$ cat src/rtl/blackjack_dealer_ctrl.sv
// Blackjack game sequencer: deal, player turns, dealer auto-draw and scoring over the
// userSelect/cardsUpdated draw handshake. Optional macro: DEALER_HIT_SOFT17_EN (dealer hits soft 17).
module blackjack_dealer_ctrl #(
    parameter int HAND_W       = 6,
    parameter int DEALER_STAND = 17,
    parameter int TIMEOUT      = 64
) (
    input  logic              clk,
    input  logic              reset,
    input  logic              start,
    input  logic              hit,
    input  logic              stand,
    input  logic              cardsUpdated,
    input  logic [HAND_W-1:0] p1_high,
    input  logic [HAND_W-1:0] p1_low,
    input  logic [HAND_W-1:0] p2_high,
    input  logic [HAND_W-1:0] p2_low,
    input  logic [HAND_W-1:0] d_high,
    input  logic [HAND_W-1:0] d_low,
    output logic [1:0]        userSelect,
    output logic              newGame,
    output logic [1:0]        activePlayer,
    output logic              busy,
    output logic              done,
    output logic [1:0]        p1_result,
    output logic [1:0]        p2_result,
    output logic              error
);

    localparam int CNT_W = $clog2(TIMEOUT + 1);
    localparam logic [HAND_W:0] LIM21   = (HAND_W + 1)'(21);
    localparam logic [HAND_W:0] STAND_X = (HAND_W + 1)'(DEALER_STAND);

    typedef enum logic [2:0] {
        StIdle, StClear, StDeal, StP1Turn, StP2Turn, StDealerTurn, StResolve, StDone
    } state_e;
    typedef enum logic [1:0] {SubWait, SubReq, SubGap} sub_e;

    state_e            r_state;
    sub_e              r_sub;
    logic [CNT_W-1:0]  r_cnt;
    logic [2:0]        r_deal_idx;
    logic [HAND_W-1:0] r_p1_high, r_p1_low, r_p2_high, r_p2_low, r_d_high, r_d_low;

    logic [HAND_W:0] w_p1_best, w_p2_best, w_d_best;
    logic            w_p1_bust, w_p2_bust, w_d_bust, w_dealer_draw;

    function automatic logic [HAND_W:0] best(input logic [HAND_W-1:0] h, input logic [HAND_W-1:0] l);
        if ({1'b0, h} <= LIM21)        return {1'b0, h};
        else if (l != '0)              return {1'b0, l};
        else                           return {1'b0, h};
    endfunction

    function automatic logic [1:0] seat(input logic [2:0] idx);
        case (idx)
            3'd0, 3'd3: return 2'd1;
            3'd1, 3'd4: return 2'd2;
            default:    return 2'd3;
        endcase
    endfunction

    function automatic logic [1:0] score(input logic [HAND_W:0] pb, input logic pbust);
        if (pbust)                 return 2'd1;
        else if (w_d_bust)         return 2'd3;
        else if (pb > w_d_best)    return 2'd3;
        else if (pb == w_d_best)   return 2'd2;
        else                       return 2'd1;
    endfunction

    assign w_p1_best = best(r_p1_high, r_p1_low);
    assign w_p2_best = best(r_p2_high, r_p2_low);
    assign w_d_best  = best(r_d_high, r_d_low);
    assign w_p1_bust = w_p1_best > LIM21;
    assign w_p2_bust = w_p2_best > LIM21;
    assign w_d_bust  = w_d_best > LIM21;

`ifdef DEALER_HIT_SOFT17_EN
    // Soft 17: an ace still counted as 11 (high differs from low and is not bust).
    assign w_dealer_draw = (w_d_best < STAND_X) ||
                           ((w_d_best == STAND_X) && (r_d_low != '0) &&
                            ({1'b0, r_d_high} <= LIM21) && (r_d_high != r_d_low));
`else
    assign w_dealer_draw = w_d_best < STAND_X;
`endif

    always_ff @(posedge clk or negedge reset) begin
        if (!reset) begin
            r_state      <= StIdle;
            r_sub        <= SubWait;
            r_cnt        <= '0;
            r_deal_idx   <= '0;
            r_p1_high    <= '0;
            r_p1_low     <= '0;
            r_p2_high    <= '0;
            r_p2_low     <= '0;
            r_d_high     <= '0;
            r_d_low      <= '0;
            userSelect   <= 2'd0;
            newGame      <= 1'b0;
            activePlayer <= 2'd0;
            busy         <= 1'b0;
            done         <= 1'b0;
            p1_result    <= 2'd0;
            p2_result    <= 2'd0;
            error        <= 1'b0;
        end else begin
            newGame <= 1'b0;
            case (r_state)
                StIdle, StDone: begin
                    if (start) begin
                        r_state      <= StClear;
                        newGame      <= 1'b1;
                        busy         <= 1'b1;
                        done         <= 1'b0;
                        error        <= 1'b0;
                        p1_result    <= 2'd0;
                        p2_result    <= 2'd0;
                        activePlayer <= 2'd0;
                    end
                end
                StClear: begin
                    r_state    <= StDeal;
                    r_deal_idx <= 3'd0;
                    userSelect <= 2'd1;
                    r_sub      <= SubReq;
                    r_cnt      <= '0;
                end
                StDeal, StP1Turn, StP2Turn, StDealerTurn: begin
                    case (r_sub)
                        SubReq: begin
                            if (cardsUpdated) begin
                                r_p1_high  <= p1_high;
                                r_p1_low   <= p1_low;
                                r_p2_high  <= p2_high;
                                r_p2_low   <= p2_low;
                                r_d_high   <= d_high;
                                r_d_low    <= d_low;
                                userSelect <= 2'd0;
                                r_sub      <= SubGap;
                            end else if (r_cnt == CNT_W'(TIMEOUT - 1)) begin
                                userSelect   <= 2'd0;
                                error        <= 1'b1;
                                p1_result    <= 2'd0;
                                p2_result    <= 2'd0;
                                done         <= 1'b1;
                                busy         <= 1'b0;
                                activePlayer <= 2'd0;
                                r_sub        <= SubWait;
                                r_state      <= StDone;
                            end else begin
                                r_cnt <= r_cnt + CNT_W'(1);
                            end
                        end
                        SubGap: begin
                            // Deal draws chain back-to-back after the single idle gap cycle.
                            if (r_state == StDeal && r_deal_idx != 3'd5) begin
                                r_deal_idx <= r_deal_idx + 3'd1;
                                userSelect <= seat(r_deal_idx + 3'd1);
                                r_sub      <= SubReq;
                                r_cnt      <= '0;
                            end else begin
                                r_sub <= SubWait;
                            end
                        end
                        default: begin
                            if (r_state == StDeal) begin
                                r_state      <= StP1Turn;
                                activePlayer <= 2'd1;
                            end else if (r_state == StP1Turn) begin
                                if (w_p1_best >= LIM21 || stand) begin
                                    r_state      <= StP2Turn;
                                    activePlayer <= 2'd2;
                                end else if (hit) begin
                                    userSelect <= 2'd1;
                                    r_sub      <= SubReq;
                                    r_cnt      <= '0;
                                end
                            end else if (r_state == StP2Turn) begin
                                if (w_p2_best >= LIM21 || stand) begin
                                    if (w_p1_bust && w_p2_bust) begin
                                        r_state      <= StResolve;
                                        activePlayer <= 2'd0;
                                    end else begin
                                        r_state      <= StDealerTurn;
                                        activePlayer <= 2'd3;
                                    end
                                end else if (hit) begin
                                    userSelect <= 2'd2;
                                    r_sub      <= SubReq;
                                    r_cnt      <= '0;
                                end
                            end else begin
                                if (w_dealer_draw) begin
                                    userSelect <= 2'd3;
                                    r_sub      <= SubReq;
                                    r_cnt      <= '0;
                                end else begin
                                    r_state <= StResolve;
                                end
                            end
                        end
                    endcase
                end
                StResolve: begin
                    p1_result    <= score(w_p1_best, w_p1_bust);
                    p2_result    <= score(w_p2_best, w_p2_bust);
                    done         <= 1'b1;
                    busy         <= 1'b0;
                    activePlayer <= 2'd0;
                    r_state      <= StDone;
                end
                default: r_state <= StIdle;
            endcase
        end
    end

endmodule

$ cat config.mk
export PLATFORM = sky130hd
export DESIGN_NAME = blackjack_dealer_ctrl
export DESIGN_NICKNAME = d
export VERILOG_FILES = /design/src/rtl/blackjack_dealer_ctrl.sv
export SDC_FILE = /design/constraint.sdc
export NUM_CORES = 1
export LEC_CHECK = 0
export BUFFER_PORTS_ARGS = -buffer_cell sky130_fd_sc_hd__buf_2
export CAP_MARGIN = 20
export CORE_AREA = 10 10 95 97
export CTS_CLUSTER_DIAMETER = 120
export DETAILED_ROUTE_END_ITERATION = 10
export DIE_AREA = 0 0 105 107
export PLACE_DENSITY = 0.82
export SLEW_MARGIN = 20
export SYNTH_ARGS = -nofsm -noshare
export SYNTH_HDL_FRONTEND = slang
export SYNTH_SLANG_ARGS = --single-unit
$ cat constraint.sdc
create_clock -name clk -period 4 [get_ports clk]
set_clock_uncertainty 0.2 [all_clocks]
set_input_delay 0.4 -clock clk [delete_from_list [all_inputs] [get_ports clk]]
set_output_delay 0.4 -clock clk [all_outputs]
set_load 0.1 [all_outputs]
* After elaboration in Yosys (flattened, before gate mapping)
Cells that the tools add are included.
Word-level totals: output and inout port bits 12, logic and storage cells 187, bits in registers 63, input port bits 42
Cells by class: order comparisons 11, add/subtract/negate cells 2, equality and inequality tests 39, reduce and logical (&&, ||, !) cells 25, muxes and demuxes 92
Operator list (number):
- two-way mux 7 bit | 11
- two-way mux 2 bit | 37
- two-way mux 3 bit | 11
- two-way mux 6 bit | 5
- inequality test 5 bit (second input constant) | 6
- case mux 7 bit (2 select lines) | 2
- inequality test 6 bit (second input constant) | 4
- case mux 2 bit (2 select lines) | 6
- greater-than comparator 7 x 5 -> 1 bit (second input constant) | 3
- <= comparator 6 x 5 -> 1 bit (second input constant) | 3
- case mux 2 bit (3 select lines) | 3
- nonzero test 6 bit | 3
- AND reduction 8 bit | 2
- equality test 3 bit (second input constant) | 5
- inequality test 3 bit (second input constant) | 5
- equality test 7 bit | 2
- >= comparator 7 x 5 -> 1 bit (second input constant) | 2
- greater-than comparator 7 bit | 2
- inequality test 2 bit (second input constant) | 7
- case mux 3 bit (2 select lines) | 2
- case mux 3 bit (4 select lines) | 1
- two-way mux 1 bit | 11
- AND reduction 5 bit | 2
- equality test 3 x 2 -> 1 bit (second input constant) | 3
- 21 further kinds | 31

* Longest topological paths before layout
word-level depth 12, depth in mapped cells 13, mapped depth without buffers 12

* Worst setup path after synthesis
No wires, ideal clock.
path kind register -> register, from register r_p2_low[0], to register r_cnt[4], path slack 1265 ps, clock period less this slack 2735 ps, stages on the path, launching flop included 10, data arrival time 2411 ps, required time 3676 ps, library setup time 124 ps, path buffers 1, path through dfrtp_1 nor4_4 and3_1 a21oi_1 o21a_1 a211oi_2 nand3_2 or3_1 buf_2 a211o_1
Between the ends: longest elaborated chain between the ends 7
RTL lines:
- start, declared | line 43 | logic [HAND_W-1:0] r_p1_high, r_p1_low, r_p2_high, r_p2_low, r_d_high, r_d_low;
- start signal, assigned | line 135 | r_p2_low <= p2_low;
- nonzero test 6 bit | line 50 | else if (l != '0) return {1'b0, l};
- two-way mux 6 bit * | line 50
- two-way mux 6 bit * | line 49 | if ({1'b0, h} <= LIM21) return {1'b0, h};
- >= comparator 7 x 5 -> 1 bit * | line 179 | if (w_p2_best >= LIM21 || stand) begin
- logical OR 1 bit * | line 179
- inequality test 6 bit (no line) *
- AND reduction 8 bit (no line) *
- end signal, assigned | line 151 | r_cnt <= r_cnt + CNT_W'(1);
- end, declared | line 41 | logic [CNT_W-1:0] r_cnt;
Mark *: on every way between the ends. The rest lies on a longest branch, timed or not. A chain may end at the register's enable or synchronous reset.

* Final worst setup path
from register r_d_low[0], to register p1_result[1]
Between the ends: longest elaborated chain between the ends 9, elaborated cells between the ends (all ways) 11, classes of those cells order compare (2); eq/ne (1); mux (7); reduce/logical (1)
RTL lines:
- start, declared | line 43
- start signal, assigned | line 137 | r_d_low <= d_low;
- nonzero test 6 bit | line 50
- two-way mux 6 bit * | line 50
- two-way mux 6 bit * | line 49
- branches (longest 3 deep; another with greater-than comparator 7 bit)
- two-way mux 2 bit * | line 64 | else if (w_d_bust) return 2'd3;
- two-way mux 2 bit * | line 63 | if (pbust) return 2'd1;
- case mux 2 bit (3 select lines) * | line 108 | case (r_state)
- end signal, assigned | line 205 | p1_result <= score(w_p1_best, w_p1_bust);
- end, declared | line 25 | output logic [1:0] p1_result,
Mark *: on every way between the ends.

==> results.py <==
metrics = {
    "status": {
        "status": "completed",
    },
    "critical_path": {
        "critPathMaxStageDelay_ps": 510,
        "cp_top_family": "simple AND/OR/NAND/NOR gates",
        "cpMaxStageDelayCell": "nor4_1",
        "reg2reg_from": "r_d_low[0]$_DFFE_PN0P_",
        "worst-setup-path-type": "reg2reg",
        "crit_buf_inv": 0,
        "rr_worst_depth": 11,
        "crit_path_start_kind": "flip-flop",
        "rrSetupSlack_ps": 780,
        "crit_fanout": 4,
        "worst-endpoint-arrival_ps": 3270,
        "r2r_end": "p1_result[1]$_DFFE_PN0P_",
        "critPathCaptureType": "flip-flop",
        "crit_required_ps": 4050,
        "path_cells": "or3_1, nor4_1, nand2b_1, a22oi_1, ha_1, nand3_1, nor2_1, a211oi_1, o21ai_0, o211ai_1, nand2_1",
    },
    "grt": {
        "antenna_found_initial": 0,
        "grt_pass1_vias": 3457,
        "grt_first_pass_wirelength_mm": 16.42,
        "overflow": 0,
        "grt_usage_pct": 17.39,
        "grt_max_degree": 37,
    },
    "final_layout": {
        "nFillCells": 604,
        "stdcell_area_um2": 4586,
        "multiInputGateArea_um2": 2291,
        "fin_nets": 530,
        "diodes": 0,
        "area_delta_synth_final_pct": 14.71,
        "drive_gt1_share_pct": 25.16,
        "register_area_um2": 1577,
    },
    "power": {
        "power_mw": 4.595,
        "irDropWorstVdd_uv": 596.8,
        "p_leak_nw": 2.119,
        "p_per_area_nw_per_um2": 1002,
    },
    "yosys": {
        "yosysSeqAreaShare_pct": 39.44,
        "synth_top_family_by_area": "compound AO/OA/AOI/OAI gates",
        "syn_avg_cell_area_um2": 9.541,
        "ys_warn_count": 0,
        "synth_top_flop_cell": "dfrtp_1",
        "syn-num-nets": 481,
        "synth-adder-area-share_pct": 6.510,
        "synth_compound_area_share_pct": 21.75,
        "ys_async_sr_fraction_pct": 100.0,
        "netlist_instances": 419,
        "yosys_register_bits": 63,
        "synth_area_um2": 3998,
        "synth_edf_count": 0,
        "muxShareOfSynthArea_pct": 11.52,
        "synth_xor_area_share_pct": 0.4382,
        "yosysUniqueCellTypes": 63,
        "synth-simple-area-share_pct": 17.09,
    },
    "placement": {
        "dpl.hpwl_mm": 7.054,
        "port-buffer-count": 53,
        "place_ws_ps": 876.4,
        "placed_cell_area_um2": 4332,
        "gp_congestion": 0.9377,
    },
    "cts": {
        "clk_latency_ps": 360,
        "postCtsSetupBuffers": 0,
        "cts.clk_slew.worst_paths_ps": 80,
        "cts.sinks": 63,
        "root_buffer": "clkbuf_8",
        "htreeDepth": 3,
        "cts_buffer_depth": 2,
        "cts_tree": "yes",
        "cts_buffers": 9,
    },
    "timing": {
        "max_freq_mhz": 310.5,
        "hold_violations": 0,
        "tns_ps": 0,
        "min_period_ps": 3220,
        "slew_violations": 0,
        "min_period_over_period_pct": 80.51,
        "rsz0062_at_grt": "no",
        "worst_slew_pin_slew_ps": 679.6,
        "slew_headroom_pct": 54.69,
        "hold_slack_ps": 69.98,
        "finalSetupViolCount": 0,
        "fin_ws_ps": 779.5,
    },
    "die": {
        "die_y_um": 107,
        "ios": 54,
        "die_area_um2": 11240,
        "die_w_um": 105,
        "core_um2": 7137,
        "start_util_pct": 56.01,
        "rows": 31,
    },
    "worst_hold_path": {
        "holdPathStages": 2,
        "min_to": "r_d_high[3]$_DFFE_PN0P_",
        "worstHoldStart": "d_high[3]",
        "hp-class": "in2reg",
    },
    "detailed_routing": {
        "first_pass_iters": 5,
        "avgViaCountPerCell": 6.024,
        "antenna_left": 0,
        "drt_iter0_drc": 313,
        "drt-total-wl_mm": 9.549,
        "via_count": 3446,
        "wl_per_cell_um": 16.69,
        "drc": 0,
    },
    "run": {
        "maxCapViolations": 0,
    },
}
==> Yosys cell counts (4+ instances only) <==
cell	number	area (um^2)
nand2b_1	8	50.05
o2bb2ai_1	4	35.03
nand3_1	14	70.07
nor3b_1	4	30.03
a31oi_1	5	31.28
o21ai_0	18	90.09
inv_1	15	56.30
a211oi_1	5	37.54
mux2_2	38	427.9
nor2b_1	4	25.02
o21a_1	7	52.55
clkbuf_1	16	60.06
nor3_1	11	55.05
nand2_1	34	127.6
a22o_1	7	61.31
o22ai_1	5	31.28
dfrtp_1	63	1577
a21o_1	6	45.04
nor2_1	28	105.1
o21ai_1	4	20.02
a22oi_1	5	37.54
or3_1	5	31.28
and3_1	5	31.28
a211o_1	6	52.55
a21oi_1	25	125.1
ha_1	20	250.2
a21boi_0	4	30.03
nor4_1	5	31.28
==> repair_timing <==
item | CTS | global route
hold buffers | 1 | 0
endpoints found under the hold margin | 27 | 0
resized for setup | 0 | 0
==> cell usage in the layout, fill, tap and decap left out, drive strengths merged, types with 6 or more instances in the layout <==
cell    count
a211o       6
a211oi      6
nor2       28
o21a        7
nor4        7
a22o        7
nor3       11
buf        55
inv        17
dfrtp      63
clkbuf      9
a21o        6
a21oi      25
nand2      34
ha         20
nand3      15
nand2b      8
mux2       40
o21ai      22
==> logic make-up after synthesis <==
logic type                 count (synthesis)
AOI/OAI and AO/OA                        125
xor gates and xnor gates                   2
adders and majority gates                 21
buffers and inverters                     34
DFF                                       63
muxes                                     41
and+or+nand+nor                          133
==> worst max-delay path by stage <==
stage                     cells after the start  slack, ps                       end               startpoint
final                                        11        780  p1_result[1]$_DFFE_PN0P_   r_d_low[0]$_DFFE_PN0P_
after global routing                         12        530  p2_result[1]$_DFFE_PN0P_   r_d_low[0]$_DFFE_PN0P_
after CTS                                    12        830  p2_result[1]$_DFFE_PN0P_   r_d_low[0]$_DFFE_PN0P_
after detailed placement                     12        880  p2_result[1]$_DFFE_PN0P_   r_d_low[0]$_DFFE_PN0P_
after global placement                       11       1060  p1_result[1]$_DFFE_PN0P_   r_d_low[0]$_DFFE_PN0P_
after floorplan                               9       1260      r_cnt[4]$_DFFE_PN0P_  r_p2_low[0]$_DFFE_PN0P_
==> sequential cells by signal (all words and copies together), names as in the netlist, 2 cells and up <==
| name | count |
|---|---|
| activePlayer | 2 |
| p1_result | 2 |
| p2_result | 2 |
| r_cnt | 7 |
| r_d_high | 6 |
| r_d_low | 6 |
| r_deal_idx | 3 |
| r_p1_high | 6 |
| r_p1_low | 6 |
| r_p2_high | 6 |
| r_p2_low | 6 |
| r_state | 3 |
| r_sub | 2 |
| userSelect | 2 |
==> where the power goes <==
part	internal, mW	switching (mW)
Combinational	1.07	1.56
Clock	0.415	0.265
Sequential	0.900	0.382
==> metal layers <==
layer	GRT usage, %	part of all wire, %	vias to the layer above
met5	0	0	-
met4	7.157	1.6	0
met3	4.192	6.1	16
met2	29.61	50	114
met1	20.68	42	1646
li1	-	-	1670
==> final cells by class <==
| class | instances | area share (%) |
|---|---|---|
| Timing Repair Buffer | 56 | 6.330 |
| Clock inverter | 7 | 2.619 |
| Multi-Input combinational cell | 322 | 49.96 |
| Inverter | 16 | 1.310 |
| Tap cell | 99 | 2.701 |
| Clock buffer | 9 | 2.701 |
| Sequential cell | 63 | 34.38 |
==> per-stage QoR <==
| stage | instances | util, % |
|---|---|---|
| global route | 572 | 64.25 |
| CTS | 572 | 64.25 |
| floorplan | 419 | - |
| global placement | 555 | 60.69 |
| finish | 572 | 64.25 |
| detailed placement | 555 | 60.69 |
Power figures use the tool's default switching activity.
